### config.mk
export PLATFORM = sky130hd
export DESIGN_NAME = seg_scan_ctrl_flat
export DESIGN_NICKNAME = d
export VERILOG_FILES = /design/src/rtl/seg_pkg.sv /design/src/rtl/seg_scan_ctrl_if.sv /design/src/rtl/seg_scan_ctrl_next_sel.sv /design/src/rtl/seg_scan_ctrl.sv /design/src/flat_wrapper.sv
export SDC_FILE = /design/constraint.sdc
export NUM_CORES = 1
export LEC_CHECK = 0
export CORE_MARGIN = 2
export CORE_UTILIZATION = 40
export DETAILED_ROUTE_END_ITERATION = 10
export PLACE_DENSITY = 0.68
export SLEW_MARGIN = 20
export SYNTH_ARGS = -nofsm -noshare
export SYNTH_HDL_FRONTEND = slang
export SYNTH_SLANG_ARGS = --single-unit
### constraint.sdc
create_clock -name clk -period 4.5 [get_ports clk]
set_input_delay 0.9 -clock clk [delete_from_list [all_inputs] [get_ports clk]]
set_output_delay 0.9 -clock clk [all_outputs]
set_load 0.01 [all_outputs]
### src/rtl/seg_pkg.sv
// +----------------------------------------------------------------------+
// | seg_pkg : shared 7-segment constants and scan state encoding         |
// | Rev 1.0                                                              |
// +----------------------------------------------------------------------+
`default_nettype none

package seg_pkg;

  // Active-low patterns, bit7=a .. bit1=g, bit0=dp
  localparam logic [7:0] SEG_BLANK = 8'hFF;
  localparam logic [7:0] SEG_0     = 8'b0000_0011;
  localparam logic [7:0] SEG_1     = 8'b1001_1111;
  localparam logic [7:0] SEG_2     = 8'b0010_0101;
  localparam logic [7:0] SEG_3     = 8'b0000_1101;
  localparam logic [7:0] SEG_4     = 8'b1001_1001;
  localparam logic [7:0] SEG_5     = 8'b0100_1001;
  localparam logic [7:0] SEG_6     = 8'b0100_0001;
  localparam logic [7:0] SEG_7     = 8'b0001_1111;
  localparam logic [7:0] SEG_8     = 8'b0000_0001;
  localparam logic [7:0] SEG_9     = 8'b0001_1001;

  typedef enum logic [0:0] {
    SHOW  = 1'b0,
    BLANK = 1'b1
  } scan_state_t;

endpackage

`default_nettype wire

### src/rtl/seg_scan_ctrl_if.sv
// +----------------------------------------------------------------------+
// | seg_scan_ctrl_if : pattern/mask inputs and LED drive of the scanner  |
// | Optional macro: SEG_SCAN_DIM_EN adds bright[2:0].  Rev 1.0           |
// +----------------------------------------------------------------------+
`default_nettype none

interface seg_scan_ctrl_if #(
  parameter int DIGITS = 8
);
  logic [DIGITS*8-1:0] seg_data;
  logic [DIGITS-1:0]   digit_mask;
`ifdef SEG_SCAN_DIM_EN
  logic [2:0]          bright;
`endif
  logic [DIGITS-1:0]   led_en;
  logic [7:0]          led_seg;
  logic                frame_tick;

`ifdef SEG_SCAN_DIM_EN
  modport master (output seg_data, digit_mask, bright, input led_en, led_seg, frame_tick);
  modport slave  (input seg_data, digit_mask, bright, output led_en, led_seg, frame_tick);
`else
  modport master (output seg_data, digit_mask, input led_en, led_seg, frame_tick);
  modport slave  (input seg_data, digit_mask, output led_en, led_seg, frame_tick);
`endif

endinterface

`default_nettype wire

### src/rtl/seg_scan_ctrl_next_sel.sv
// +----------------------------------------------------------------------+
// | seg_next_sel : wrap-around priority search for the next enabled digit|
// | Rev 1.0                                                              |
// +----------------------------------------------------------------------+
`default_nettype none

module seg_next_sel #(
  parameter int DIGITS = 8
) (
  input  logic [DIGITS-1:0]         mask,
  input  logic [$clog2(DIGITS)-1:0] idx,
  output logic [$clog2(DIGITS)-1:0] next,
  output logic                      valid
);

  localparam int IW = $clog2(DIGITS);

  logic [IW-1:0] cand;

  // Walk from farthest to nearest so the nearest hit after idx wins; idx itself is tried last.
  always_comb begin
    next  = idx;
    valid = 1'b0;
    cand  = idx;
    for (int k = DIGITS; k >= 1; k--) begin
      cand = IW'((int'(idx) + k) % DIGITS);
      if (mask[cand]) begin
        next  = cand;
        valid = 1'b1;
      end
    end
  end

endmodule

`default_nettype wire

### src/rtl/seg_scan_ctrl.sv
// +----------------------------------------------------------------------+
// | seg_scan_ctrl : multiplexed 7-seg scanner with inter-digit blanking  |
// | Optional macro: SEG_SCAN_DIM_EN (PWM dimming in SHOW).  Rev 1.0      |
// +----------------------------------------------------------------------+
`default_nettype none

module seg_scan_ctrl
  import seg_pkg::*;
#(
  parameter int DIGITS    = 8,
  parameter int SCAN_DIV  = 20000,
  parameter int BLANK_CYC = 100
) (
  input logic            clk,
  input logic            rst,
  seg_scan_ctrl_if.slave bus
);

  localparam int IW       = $clog2(DIGITS);
  localparam int CW       = $clog2(SCAN_DIV);
  localparam int SHOW_LEN = SCAN_DIV - BLANK_CYC;
  localparam logic [CW-1:0] SHOW_LAST  = CW'(SHOW_LEN - 1);
  localparam logic [CW-1:0] BLANK_LAST = CW'(BLANK_CYC - 1);

  scan_state_t       state, state_n;
  logic [CW-1:0]     cnt, cnt_n;
  logic [IW-1:0]     idx, idx_n, next;
  logic              valid;
  logic [7:0]        snap, snap_n, seg_q, seg_n;
  logic [DIGITS-1:0] en_q, en_n;
  logic              tick_q, tick_n, lit;
`ifdef SEG_SCAN_DIM_EN
  logic [2:0]        bright_q, bright_n;
`endif

  seg_next_sel #(.DIGITS(DIGITS)) u_next_sel (
    .mask  (bus.digit_mask),
    .idx   (idx),
    .next  (next),
    .valid (valid)
  );

  always_ff @(posedge clk or posedge rst) begin
    if (rst) begin
      state    <= BLANK;
      cnt      <= '0;
      idx      <= IW'(DIGITS - 1);
      snap     <= SEG_BLANK;
      en_q     <= '1;
      seg_q    <= SEG_BLANK;
      tick_q   <= 1'b0;
`ifdef SEG_SCAN_DIM_EN
      bright_q <= 3'd7;
`endif
    end else begin
      state    <= state_n;
      cnt      <= cnt_n;
      idx      <= idx_n;
      snap     <= snap_n;
      en_q     <= en_n;
      seg_q    <= seg_n;
      tick_q   <= tick_n;
`ifdef SEG_SCAN_DIM_EN
      bright_q <= bright_n;
`endif
    end
  end

  // Outputs are computed from the next-state values so they register on the same edge as the FSM.
  always_comb begin
    state_n  = state;
    cnt_n    = cnt + 1'b1;
    idx_n    = idx;
    snap_n   = snap;
    tick_n   = 1'b0;
`ifdef SEG_SCAN_DIM_EN
    bright_n = bright_q;
`endif
    case (state)
      SHOW: begin
        if (cnt == SHOW_LAST) begin
          state_n = BLANK;
          cnt_n   = '0;
        end
      end
      BLANK: begin
        if (cnt == BLANK_LAST) begin
          cnt_n = '0;
          if (valid) begin
            state_n  = SHOW;
            idx_n    = next;
            snap_n   = bus.seg_data[{next, 3'b000} +: 8];
            tick_n   = (next <= idx);
`ifdef SEG_SCAN_DIM_EN
            bright_n = bus.bright;
`endif
          end
        end
      end
      default: begin
        state_n = BLANK;
        cnt_n   = '0;
      end
    endcase

`ifdef SEG_SCAN_DIM_EN
    lit = (int'(cnt_n) < (((int'(bright_n) + 1) * SHOW_LEN) / 8));
`else
    lit = 1'b1;
`endif

    en_n  = '1;
    seg_n = SEG_BLANK;
    if (state_n == SHOW && lit) begin
      en_n[idx_n] = 1'b0;
      seg_n       = snap_n;
    end
  end

  assign bus.led_en     = en_q;
  assign bus.led_seg    = seg_q;
  assign bus.frame_tick = tick_q;

endmodule

`default_nettype wire

### src/flat_wrapper.sv
// flat-port wrapper written by rule: the top's interface ports become plain ports
module seg_scan_ctrl_flat import seg_pkg::*;
#(
  parameter int DIGITS    = 8,
  parameter int SCAN_DIV  = 20000,
  parameter int BLANK_CYC = 100
)
  (clk, rst, bus_seg_data, bus_digit_mask, bus_led_en, bus_led_seg, bus_frame_tick);
  seg_scan_ctrl_if #(.DIGITS(DIGITS)) bus_i ();
  input logic clk;
  input logic rst;
  input wire logic [$bits(bus_i.seg_data)-1:0] bus_seg_data;
  input wire logic [$bits(bus_i.digit_mask)-1:0] bus_digit_mask;
  output wire logic [$bits(bus_i.led_en)-1:0] bus_led_en;
  output wire logic [$bits(bus_i.led_seg)-1:0] bus_led_seg;
  output wire logic [$bits(bus_i.frame_tick)-1:0] bus_frame_tick;
  assign bus_i.seg_data = bus_seg_data;
  assign bus_i.digit_mask = bus_digit_mask;
  assign bus_led_en = bus_i.led_en;
  assign bus_led_seg = bus_i.led_seg;
  assign bus_frame_tick = bus_i.frame_tick;
  seg_scan_ctrl #(.DIGITS(DIGITS), .SCAN_DIV(SCAN_DIV), .BLANK_CYC(BLANK_CYC)) u_core (.clk(clk), .rst(rst), .bus(bus_i));
endmodule
# --- Yosys cells after proc, flatten, opt, wreduce, memory -nomap -nowiden ---
# Index checks and enable logic that the tools add are counted.
totals:
  input_bits: 74
  reg_bits: 44
classes:
  n_lt_le_gt_ge: 11
  reduce_logical: 1
  bitwise_logic: 2
  mux: 52
  eq_ne: 2
  n_shift: 1
  n_addsub: 9
ops:
  columns: ["operator", "n"]
  rows:
  - ["$shiftx A64 B7 Y8", 1]
  - ["$mux W8", 5]
  - ["$lt A3 B4 Y1 const B", 9]
  - ["$mux W3", 11]
  - ["$mux W15", 2]
  - ["$pmux W15 S2", 1]
  - ["$bmux W1 S3", 8]
  - ["$mux W1", 23]
  - ["$add A15 B1 Y15 const B", 1]
  - ["$eq A15 B15 Y1 const B", 1]
  - ["$eq A15 B7 Y1 const B", 1]
  - ["$add A3 B3 Y3 const B", 4]
  - ["$not A8 Y8", 1]
  - ["$add A3 B1 Y3 const B", 2]
  - ["$add A3 B2 Y3 const B", 2]
  - ["$demux W1 S3", 1]
  - ["$ge A3 B1 Y1 const B", 1]
  - ["$le A3 B3 Y1", 1]
  - ["$pmux W1 S2", 1]
  - ["$logic_and A1 B1 Y1", 1]
  - ["$not A1 Y1", 1]

# --- Logic depth before layout (Yosys ltp) ---
depth:
  depth_word: 20
  depth_mapped: 18
  ltp_nobuf: 14

# --- By module ---
# A second synthesis with hierarchy kept.
hier_totals:
  cells_unflattened: 262
  area_unflattened_um2: 3169.3
by_module_without_submodules:
  columns: ["mod", "area_each_um2", "n_inst", "seq_area_each_um2", "cells_each"]
  rows:
  - ["seg_scan_ctrl", 2469.9, 1, 1136.1, 184]
  - ["seg_next_sel", 699.4, 1, 0.0, 78]

# --- Worst setup path after synthesis ---
# OpenSTA, ideal clock, no wires.
synth_path:
  kind: "reg-to-reg"
  startpoint: "reg u_core.idx[1]"
  endpoint: "reg u_core.tick_q (netlist: u_core.bus.frame_tick)"
  stages_incl_launch_ff: 19
  period_less_slack_ns: 4.148
  t_required_ns: 4.428
  path_slack_ns: 0.352
  setup_ns: 0.072
  arrival_time_ns: 4.076
  path_cell_list: "dfstp_2 clkbuf_1 buf_2 inv_1 ha_1 buf_2 mux4_2 mux2_4 or2_1 o32a_1 a221o_1 buf_6 buf_4 inv_1 ha_1 a21o_1 a21oi_1 a31oi_1 nor2_1"
synth_via:
  elab_chain_cells: 15
synth_rtl:
  columns: ["item", "line", "rtl"]
  rows:
  - ["start: declaration", "seg_scan_ctrl.sv:27", "logic [IW-1:0] idx, idx_n, next;"]
  - ["start signal: assignment", "seg_scan_ctrl.sv:47", "idx <= IW'(DIGITS - 1);"]
  - ["start signal: assignment", "seg_scan_ctrl.sv:58", "idx <= idx_n;"]
  - ["$add A3 B1 Y3", "seg_scan_ctrl_next_sel.sv:26", "cand = IW'((int'(idx) + k) % DIGITS);"]
  - ["$bmux W1 S3", "seg_scan_ctrl_next_sel.sv:27", "if (mask[cand]) begin"]
  - ["$mux W1 (implied by the code)", "seg_scan_ctrl_next_sel.sv:27", null]
  - ["$mux W3 (8 in series)", "seg_scan_ctrl_next_sel.sv:27", null]
  - ["$le A3 B3 Y1", "seg_scan_ctrl.sv:93", "tick_n = (next <= idx);"]
  - ["$mux W1 *", "seg_scan_ctrl.sv:89", "if (valid) begin"]
  - ["$mux W1 *", "seg_scan_ctrl.sv:87", "if (cnt == BLANK_LAST) begin"]
  - ["$mux W1 *", "seg_scan_ctrl.sv:79", "case (state)"]
  - ["via u_core.tick_n", "seg_scan_ctrl.sv:31", "logic tick_q, tick_n, lit;"]
  - ["end signal: assignment", "seg_scan_ctrl.sv:62", "tick_q <= tick_n;"]
  - ["end: declaration", "seg_scan_ctrl.sv:31", null]
# Mark *: on every way through the listed nets, which the timed path passes. The rest lies on a longest branch. The select of a mux whose other input is x is not followed.

# --- Worst setup path after layout ---
layout_path:
  startpoint: "in bus_digit_mask[1]"
  endpoint: "reg u_core.seg_q[6] (netlist: u_core.bus.led_seg[6])"
layout_via:
  elab_chain_cells: 15
layout_rtl:
  columns: ["item", "line", "rtl"]
  rows:
  - ["start: declaration", "flat_wrapper.sv:13", "input wire logic [$bits(bus_i.digit_mask)-1:0] bus_digit_mask;"]
  - ["$bmux W1 S3", "seg_scan_ctrl_next_sel.sv:27", null]
  - ["$mux W1 (implied by the code)", "seg_scan_ctrl_next_sel.sv:27", null]
  - ["$mux W3 (8 in series)", "seg_scan_ctrl_next_sel.sv:27", null]
  - ["$shiftx A64 B7 Y8", "seg_scan_ctrl.sv:92", "snap_n = bus.seg_data[{next, 3'b000} +: 8];"]
  - ["$mux W8", "seg_scan_ctrl.sv:89", null]
  - ["$mux W8", "seg_scan_ctrl.sv:87", null]
  - ["$mux W8", "seg_scan_ctrl.sv:79", null]
  - ["$mux W8 *", "seg_scan_ctrl.sv:114", "if (state_n == SHOW && lit) begin"]
  - ["via u_core.seg_n[6]", "seg_scan_ctrl.sv:29", "logic [7:0] snap, snap_n, seg_q, seg_n;"]
  - ["end signal: assignment", "seg_scan_ctrl.sv:61", "seg_q <= seg_n;"]
  - ["end: declaration", "seg_scan_ctrl.sv:29", null]
# Marks and branches as above.

==> results.json <==
{
  "wirelength_um": 8110,
  "antenna_cells": 0,
  "ys.flop_type": "dfstp_2",
  "synth_top_area_share_pct": 22.1,
  "outcome": "finished, final reports clean",
  "syn_nets": 413,
  "final.period_utilization_pct": 94.3,
  "yosys-top-cells-area": "dfstp_2 22%, dfrtp_1 12%, mux2i_1 9.9%, mux4_2 8.1%, nor2_1 3.4%",
  "yosysWarningCount": 0,
  "synth_most_common_cell": "mux2i_1",
  "cts_tree": "built",
  "num-nets-final": 509,
  "final_cells": 535,
  "area_growth_pct": 34.2,
  "relSlewSlack_pct": 65.0,
  "track_usage_pct": 19.1,
  "rsz0062_at_grt": "false",
  "ctsHoldBuffers": 0,
  "drtPass1Iterations": 4,
  "cp-end-kind": "flip-flop",
  "clk_latency_ns": 0.30,
  "pin_count": 91,
  "syn_area_um2": 3330,
  "finalCriticalPeriod_ns": 4.24,
  "yosysTopAreaCell": "dfstp_2",
  "post_cts_buffers": 0,
  "grt_pass1_wl_um": 13400,
  "fin_skew_ns": 0.00781,
  "nFillCells": 739,
  "clock-sinks": 44,
  "worst_r2r_path_depth": 11,
  "hp-class": "reg2reg",
  "slew_viol_final": 0,
  "synth_cell_types": 60,
  "worstPathRequired_ns": 4.73,
  "crit_arrival_ns": 4.47,
  "cts_buffer_depth": 2,
  "maxCapViolations": 0,
  "num_rows": 33,
  "antenna_found_initial": 0,
  "synthCells": 333,
  "dp_hpwl_um": 6460,
  "tns_ns": 0,
  "start_util_pct": 40.9,
  "grt_max_degree": 45,
  "cp_max_fo": 15,
  "overflow": 0,
  "die_w_um": 95.2,
  "clk_pin_slew_worst_paths_ns": 0.08,
  "synth_edf_count": 0,
  "dp_cells": 527,
  "p_per_area_nw_per_um2": 208,
  "drt_iter0_drc": 134,
  "yosysSeqAreaShare_pct": 34.1,
  "vdd_ir_drop_max_mv": 0.0998,
  "drive_above_1_share_pct": 17.4,
  "dieArea_um2": 9070,
  "grt_pass1_vias": 2833,
  "avgSynthCellArea_um2": 10.0,
  "numPortBuffers": 90,
  "cts_root_buffer": "clkbuf_8",
  "finalHoldViolCount": 0,
  "gp_congestion": 0.902,
  "htree_num_levels": 2,
  "fmax_mhz": 236,
  "vias": 2920,
  "worst_pin_slew_ns": 0.520,
  "avgViaCountPerCell": 5.46,
  "synth_seq_cells": 44,
  "whs_path_depth": 1,
  "leakagePower_nw": 1.92,
  "core_area_um2": 8130,
  "final-setup-viol-count": 0,
  "die_h_um": 95.2,
  "drc": 0,
  "ys_async_sr_fraction_pct": 100,
  "cts_made_buffers": 5,
  "synth_common_cells": "33 x mux2i_1, 30 x nor2_1, 29 x nand2_1, 28 x dfstp_2, 20 x a21oi_1",
  "start_kind": "input pin",
  "critPathKind": "in2reg",
  "r2r_slack_ns": 0.28,
  "post_cts_resized": 0,
  "wl_per_cell_um": 15.2,
  "ant_nets": 0
}
[critical path, stage by stage]
cell	delay, ns
clkdlybuf4s50_1	0.52
mux4_1	0.65
a22o_1	0.27
a2111oi_2	0.43
o32a_1	0.25
a221o_2	0.43
a211oi_1	0.18
o41ai_1	0.41
nand4_1	0.22
a21oi_1	0.20
[per-stage QoR]
stage | total power [W] | util [%] | worst slack, ns | hold WS (ns) | instance area [um2]
2_1_floorplan | 0.000550 | - | 0.352 | 0.443 | 3330
3_3_place_gp | 0.000638 | 53.6 | 0.151 | 0.454 | 4360
3_5_place_dp | 0.000643 | 53.6 | 0.0177 | 0.473 | 4360
4_1_cts | 0.000940 | 54.9 | 0.336 | 0.485 | 4470
5_1_grt | 0.000977 | 54.9 | 0.0804 | 0.518 | 4470
6_report | 0.000930 | 54.9 | 0.256 | 0.486 | 4470
[state kept, by name, summed over array words and instances, names as in the netlist]
name                   cells
u_core.snap                8
u_core.bus.led_en          8
u_core.state               1
u_core.bus.frame_tick      1
u_core.idx                 3
u_core.bus.led_seg         8
u_core.cnt                15
[cells by family after synthesis]
kind of cell	after synthesis	synth area share, %
simple gates	123	18.8
mux	54	22.1
compound gates	58	12.2
buf+inv	31	5.52
fa+ha+maj	6	2.25
flops	44	34.1
xor+xnor	17	5.04
[final timing paths]
kind	start	endpoint
hold / removal	u_core.cnt[0]	u_core.cnt[0]
max in group asynchronous	rst	u_core.bus.led_en[2]
hold reg to reg	u_core.cnt[0]	u_core.cnt[0]
min in group asynchronous	rst	u_core.cnt[1]
setup / recovery	bus_digit_mask[1]	u_core.bus.led_seg[6]
setup reg to reg	u_core.idx[0]	u_core.bus.led_seg[6]
[placed cells by master, fill, tap and decap left out, drive strengths merged, types with 5 or more instances in the layout]
cell	n
nand2	29
xnor2	8
a22oi	8
nor3	9
clkdlybuf4s50	90
nand2b	14
dfstp	28
xor2	9
a21oi	20
ha	6
and3	10
nand3	9
mux2i	33
mux2	7
inv	14
mux4	14
buf	15
dfrtp	16
o21ai	5
a211oi	5
nor2	30
clkbuf	6
[routing by layer]
layer | track usage [%] | part of all wire (%)
met1 | 23.7 | 41
met2 | 31.9 | 49
met3 | 5.06 | 8.2
met4 | 7.00 | 1.3
met5 | 0 | 0
[area by class of cell]
type,instances,area [um2],share of cell area [%]
well taps,105,131,2.94
inverters,15,56.3,1.26
flip-flops and latches,44,1140,25.4
clock buffers,6,72.6,1.62
multi-input cells,258,2010,45.0
clock inverters,2,35.0,0.784
repair buffers,105,1030,23.0
[report_power, final]
group          leakage, nW  switching (W)  internal, W
logic                 1.36      0.0000993     0.000132
clock network       0.0552       0.000130     0.000165
registers            0.502     0.00000436     0.000400
total                 1.92       0.000234     0.000697
No activity file was read; power rests on OpenSTA's default activity.
==> RTL change 1 (config.mk and constraints unchanged) <==
`SCAN_DIV` is set to 20000 in 2 places; all go to 40000.
--- a/src/rtl/seg_scan_ctrl.sv
+++ b/src/rtl/seg_scan_ctrl.sv
@@ -8,7 +8,7 @@
   import seg_pkg::*;
 #(
   parameter int DIGITS    = 8,
-  parameter int SCAN_DIV  = 20000,
+  parameter int SCAN_DIV  = 40000,
   parameter int BLANK_CYC = 100
 ) (
   input logic            clk,
--- a/src/flat_wrapper.sv
+++ b/src/flat_wrapper.sv
@@ -2,7 +2,7 @@
 module seg_scan_ctrl_flat import seg_pkg::*;
 #(
   parameter int DIGITS    = 8,
-  parameter int SCAN_DIV  = 20000,
+  parameter int SCAN_DIV  = 40000,
   parameter int BLANK_CYC = 100
 )
   (clk, rst, bus_seg_data, bus_digit_mask, bus_led_en, bus_led_seg, bus_frame_tick);
Function: no difference found for any inputs over 10 cycles, from zero or initial values and one cycle with rst high; that may be too few to reach the edited logic, so the function may still have changed.
==> RTL change 1 against the original RTL <==
Cell area is 6.3% higher; maximum frequency is 12% higher; area after synthesis is 11% higher; register-to-register slack better by 460 ps; sequential cell count is 1 higher; setup slack better by 450 ps; wire length is 16% higher; critical path type unchanged; highest routed layer unchanged.
Power is not compared: it rests on default switching activity, and its combinational part moved more than twofold at a synthesized area within 25%.
==> RTL change 1: results (changes against the original RTL) <==
| Metric | Value |
|---|---|
| Status | `finished, final reports clean` |
| Rel. slew slack | `0.523 (-0.127)` |
| Dpl hpwl | `6960 microns (+7.8%)` |
| Routed metal-1 wirelength | `4160 microns (+24%)` |
| Post-synthesis adder-cell area fraction | `0.0204 (-0.00218)` |
| Synthesized Nets | `454 (+9.9%)` |
| Final Wtd Congestion | `0.884 (-2.1%)` |
| Number of non-clock buffers | `97 (-7.6%)` |
| Arrival time at the worst endpoint | `4000 ps (-470 ps)` |
| Global Route met3 Usage | `0.0313 (-0.0193)` |
| Final nets | `537 (+5.5%)` |
| Layout clock area frac | `0.0235 (-0.000631)` |
| Max reg flops | `16 (+1)` |
| Sequential share of cell area | `0.245 (-0.00974)` |
| Total GRT Usage | `0.186 (-0.00425)` |
| Post-synth top cells | `45 x nand2_1, 28 x dfstp_2, 25 x nor2_1, 22 x a21oi_1, 17 x dfrtp_1` |
| DRT iter0 DRCs | `203 (+51%)` |
| Worst reg2reg setup slack | `740 ps (+460 ps)` |
| Post-Synth XOR/XNOR Area | `0.0445 (-0.00589)` |
| Global-route wire length before repair | `15300 microns (+14%)` |
| CP Launch Point | `bus_digit_mask[6]` |
| Synth cell types | `61 (+1.7%)` |
| CP Max Fanout | `34 (+19)` |
| Share of cells above drive strength 1 | `0.236 (+0.0614)` |
| Sequential area share after synthesis | `0.315 (-0.0262)` |
| GR Util met2 | `0.312 (-0.00681)` |
| FF+latch count, synth | `45 (+2.3%)` |
| Met1 Use GR | `0.257 (+0.0200)` |
| Met3 wire len | `578 microns (-13%)` |
| RR Endpoint | `u_core.bus.led_seg[0]$_DFF_PP1_` |
| Post-DR wirelength/cell | `16.5 microns (+8.7%)` |
| Dpl ws | `414 ps (+397 ps)` |
| Pre-antenna DRT Iters | `5 (+1)` |
| Worst-path clk slew | `about 90 ps` |
| Number of global-route vias before repair | `3136 (+11%)` |
| FILL cells | `825 (+12%)` |
| Top post-synthesis cells by area | `dfstp_2 20%, dfrtp_1 12%, mux4_2 8.6%` |
| Clock Skew | `10.6 ps (+2.79 ps)` |
| Non-clk buf share | `0.201 (-0.0288)` |
| Largest net degree at the start of global routing | `46 (+2.2%)` |
-- RTL change 1: changes by cell type in the layout (fill, tap and decap cells not counted), sizes merged, moves of 6 or more --
cell    delta
o21ai      +6
or2       +14
mux2i     -27
nand2     +16
buf        -8
o221ai    +14
o21ba     +14
mux2      +20
nand2b     -7
-- RTL change 1: critical path, stage by stage --
cell	delay, ps
clkdlybuf4s50_1	540
mux4_2	590
nor2b_1	190
a21o_1	220
o31ai_4	290
o21ai_4	100
inv_4	330
ha_1	330
a21o_1	160
a21oi_1	140
a31oi_1	50
nor3_1	130
-- RTL change 1: stage by stage --
| step | total power [uW] | hold slack [ps] | util | cell area (sq um) | cells |
|---|---|---|---|---|---|
| floorplan | 919 | 433 | - | 3690 | 374 |
| global placement | 1080 | 446 | 0.509 | 4640 | 561 |
| detailed placement | 1090 | 456 | 0.509 | 4640 | 561 |
| CTS | 1400 | 469 | 0.521 | 4750 | 569 |
| global route | 1480 | 491 | 0.521 | 4750 | 569 |
| finish | 1390 | 467 | 0.521 | 4750 | 569 |
==> RTL change 2 (config.mk and constraints unchanged) <==
Made on the original files. Compare `cnt` against `SHOW_LAST` with >= in place of ==.
--- a/src/rtl/seg_scan_ctrl.sv
+++ b/src/rtl/seg_scan_ctrl.sv
@@ -78,7 +78,7 @@
 `endif
     case (state)
       SHOW: begin
-        if (cnt == SHOW_LAST) begin
+        if (cnt >= SHOW_LAST) begin
           state_n = BLANK;
           cnt_n   = '0;
         end
Formal check against the unedited RTL: same outputs for any inputs over 10 cycles, from zero or initial values and one cycle with rst high; that may be too few to reach the edited logic, so the function may still have changed.
==> RTL change 2 against the original RTL <==
Non-clock buffer count fell by 1; setup slack gained 380 ps; final cell count up 4.5%; sequential cell count unchanged; cell area is 2.9% higher; worst hold slack lost 8.6 ps; wire length up 3.0%; synthesized cell count is 8.4% higher; highest routed layer unchanged; area after synthesis is 3.9% higher; register-to-register slack gained 380 ps; die area grew 3.8%; global-route usage decreased by 1.1 points.
Power is not compared: it rests on default switching activity, and its combinational part moved more than twofold at a synthesized area within 25%.
==> RTL change 2: results (changes against the original RTL) <==
| Metric | Value |
|---|---|
| Ys async rst share | `1.00 (unchanged)` |
| Worst hold stages | `2 (+1)` |
| FF-to-FF Start | `u_core.idx[1]$_DFF_PP1_` |
| Clk_lat worst skew | `290 ps` |
| Worst min path class | `reg2reg` |
| Largest net degree at the start of global routing | `28 (-38%)` |
| Clock Skew | `11.0 ps (+3.21 ps)` |
| Worst reg2reg setup slack | `660 ps (+380 ps)` |
| Yosys warns | `0 (unchanged)` |
| Final Wtd Congestion | `0.816 (-9.6%)` |
| Hold WS | `477 ps (-8.62 ps)` |
| R2R depth | `12 (+1)` |
| Final setup fails | `0 (unchanged)` |
| Sequential area share after synthesis | `0.328 (-0.0130)` |
| Global-route wire length before repair | `14200 microns (+6.2%)` |
| Top post-synthesis cells by area | `dfstp_2 21%, mux2i_1 12%, dfrtp_1 12%` |
| Largest stage delay on the critical path | `630 ps (-20 ps)` |
| Antenna diodes | `0 (unchanged)` |
| CTS max path bufs | `2 (unchanged)` |
| Clk Tree Root Cell | `clkbuf_8` |
| Worst-path clk slew | `80 ps (about the same)` |
| Register bank with the most flops | `u_core.cnt` |
| DR vias | `2997 (+2.6%)` |
| Post-cts resize count | `0 (unchanged)` |
| I/O Buffers | `90 (unchanged)` |
| Area after DPL | `0.00452 sq mm (+3.6%)` |
| H-Tree Depth | `2 (unchanged)` |
| Final nets | `533 (+4.7%)` |
| Status | `finished, final reports clean` |
| Synthesized Nets | `441 (+6.8%)` |
| Total GRT Usage | `0.180 (-0.0105)` |
| CP Launch Point | `bus_digit_mask[3]` |
| Post-synthesis cell count | `361 (+8.4%)` |
| Placed cells | `551 (+4.6%)` |
| Synth cell types | `61 (+1.7%)` |
| Post-DR wirelength/cell | `14.9 microns (-1.4%)` |
| Number of global-route vias before repair | `3059 (+8.0%)` |
| Routed WL | `8350 microns (+3.0%)` |
| Max reg flops | `15 (unchanged)` |
| Dpl ws | `377 ps (+359 ps)` |
| Rel. slew slack | `0.309 (-0.341)` |
| Worst vdd ir | `206 uV` |
| Share of cells above drive strength 1 | `0.176 (+0.00179)` |
| Hold EP | `u_core.snap[3]$_DFF_PP1_` |
| Slowest cell on the critical path | `mux4_2` |
| Setup TNS | `0 ps (unchanged)` |
| DRT iter0 DRCs | `248 (+85%)` |
| Dpl hpwl | `6700 microns (+3.7%)` |
| Post-synth top cells | `42 x mux2i_1, 31 x nor2_1, 28 x dfstp_2, 26 x a21oi_1, 22 x inv_1` |
| CP Max Fanout | `22 (+7)` |
| PwrDens | `312 mW/mm^2` |
| Hold Startpoint | `u_core.snap[3]$_DFF_PP1_` |
| Arrival time at the worst endpoint | `4060 ps (-410 ps)` |
| CP top delay family | `multiplexers` |
| Postcts setup bufs | `0 (unchanged)` |
| Pre-antenna DRT Iters | `4 (unchanged)` |
| Grt ovf | `0 (unchanged)` |
| FILL cells | `734 (-0.68%)` |
| RR Endpoint | `u_core.bus.led_seg[3]$_DFF_PP1_` |
RTL change 2: kinds of logic after synthesis:
group | Yosys count | synth area share
and+or+nand+nor | 100 | 0.140
buffers and inverters | 44 | 0.0600
xor gates and xnor gates | 18 | 0.0499
AOI/OAI and AO/OA | 89 | 0.184
adders and majority gates | 6 | 0.0217
DFF | 44 | 0.328
muxes | 60 | 0.217
RTL change 2: power by group:
group | internal, uW | total (uW) | switching (uW)
sequential | 444 | 456 | 12.2
combinational | 380 | 745 | 365
clock | 109 | 233 | 124
RTL change 2: metal layers:
metal  routed length [microns]  GRT usage  up-vias
met5                         0          0        -
met1                      3710      0.244     1372
met4                        88     0.0379        0
li1                          -          -     1500
met2                      4000      0.300      117
met3                       554     0.0354        8
RTL change 2: area by class of cell:
class	instances	share of cell area
multi-input cells	273	0.463
flip-flops and latches	44	0.247
repair buffers	104	0.221
well taps	105	0.0286
inverters	25	0.0220
clock buffers	6	0.0158
clock inverters	2	0.00245
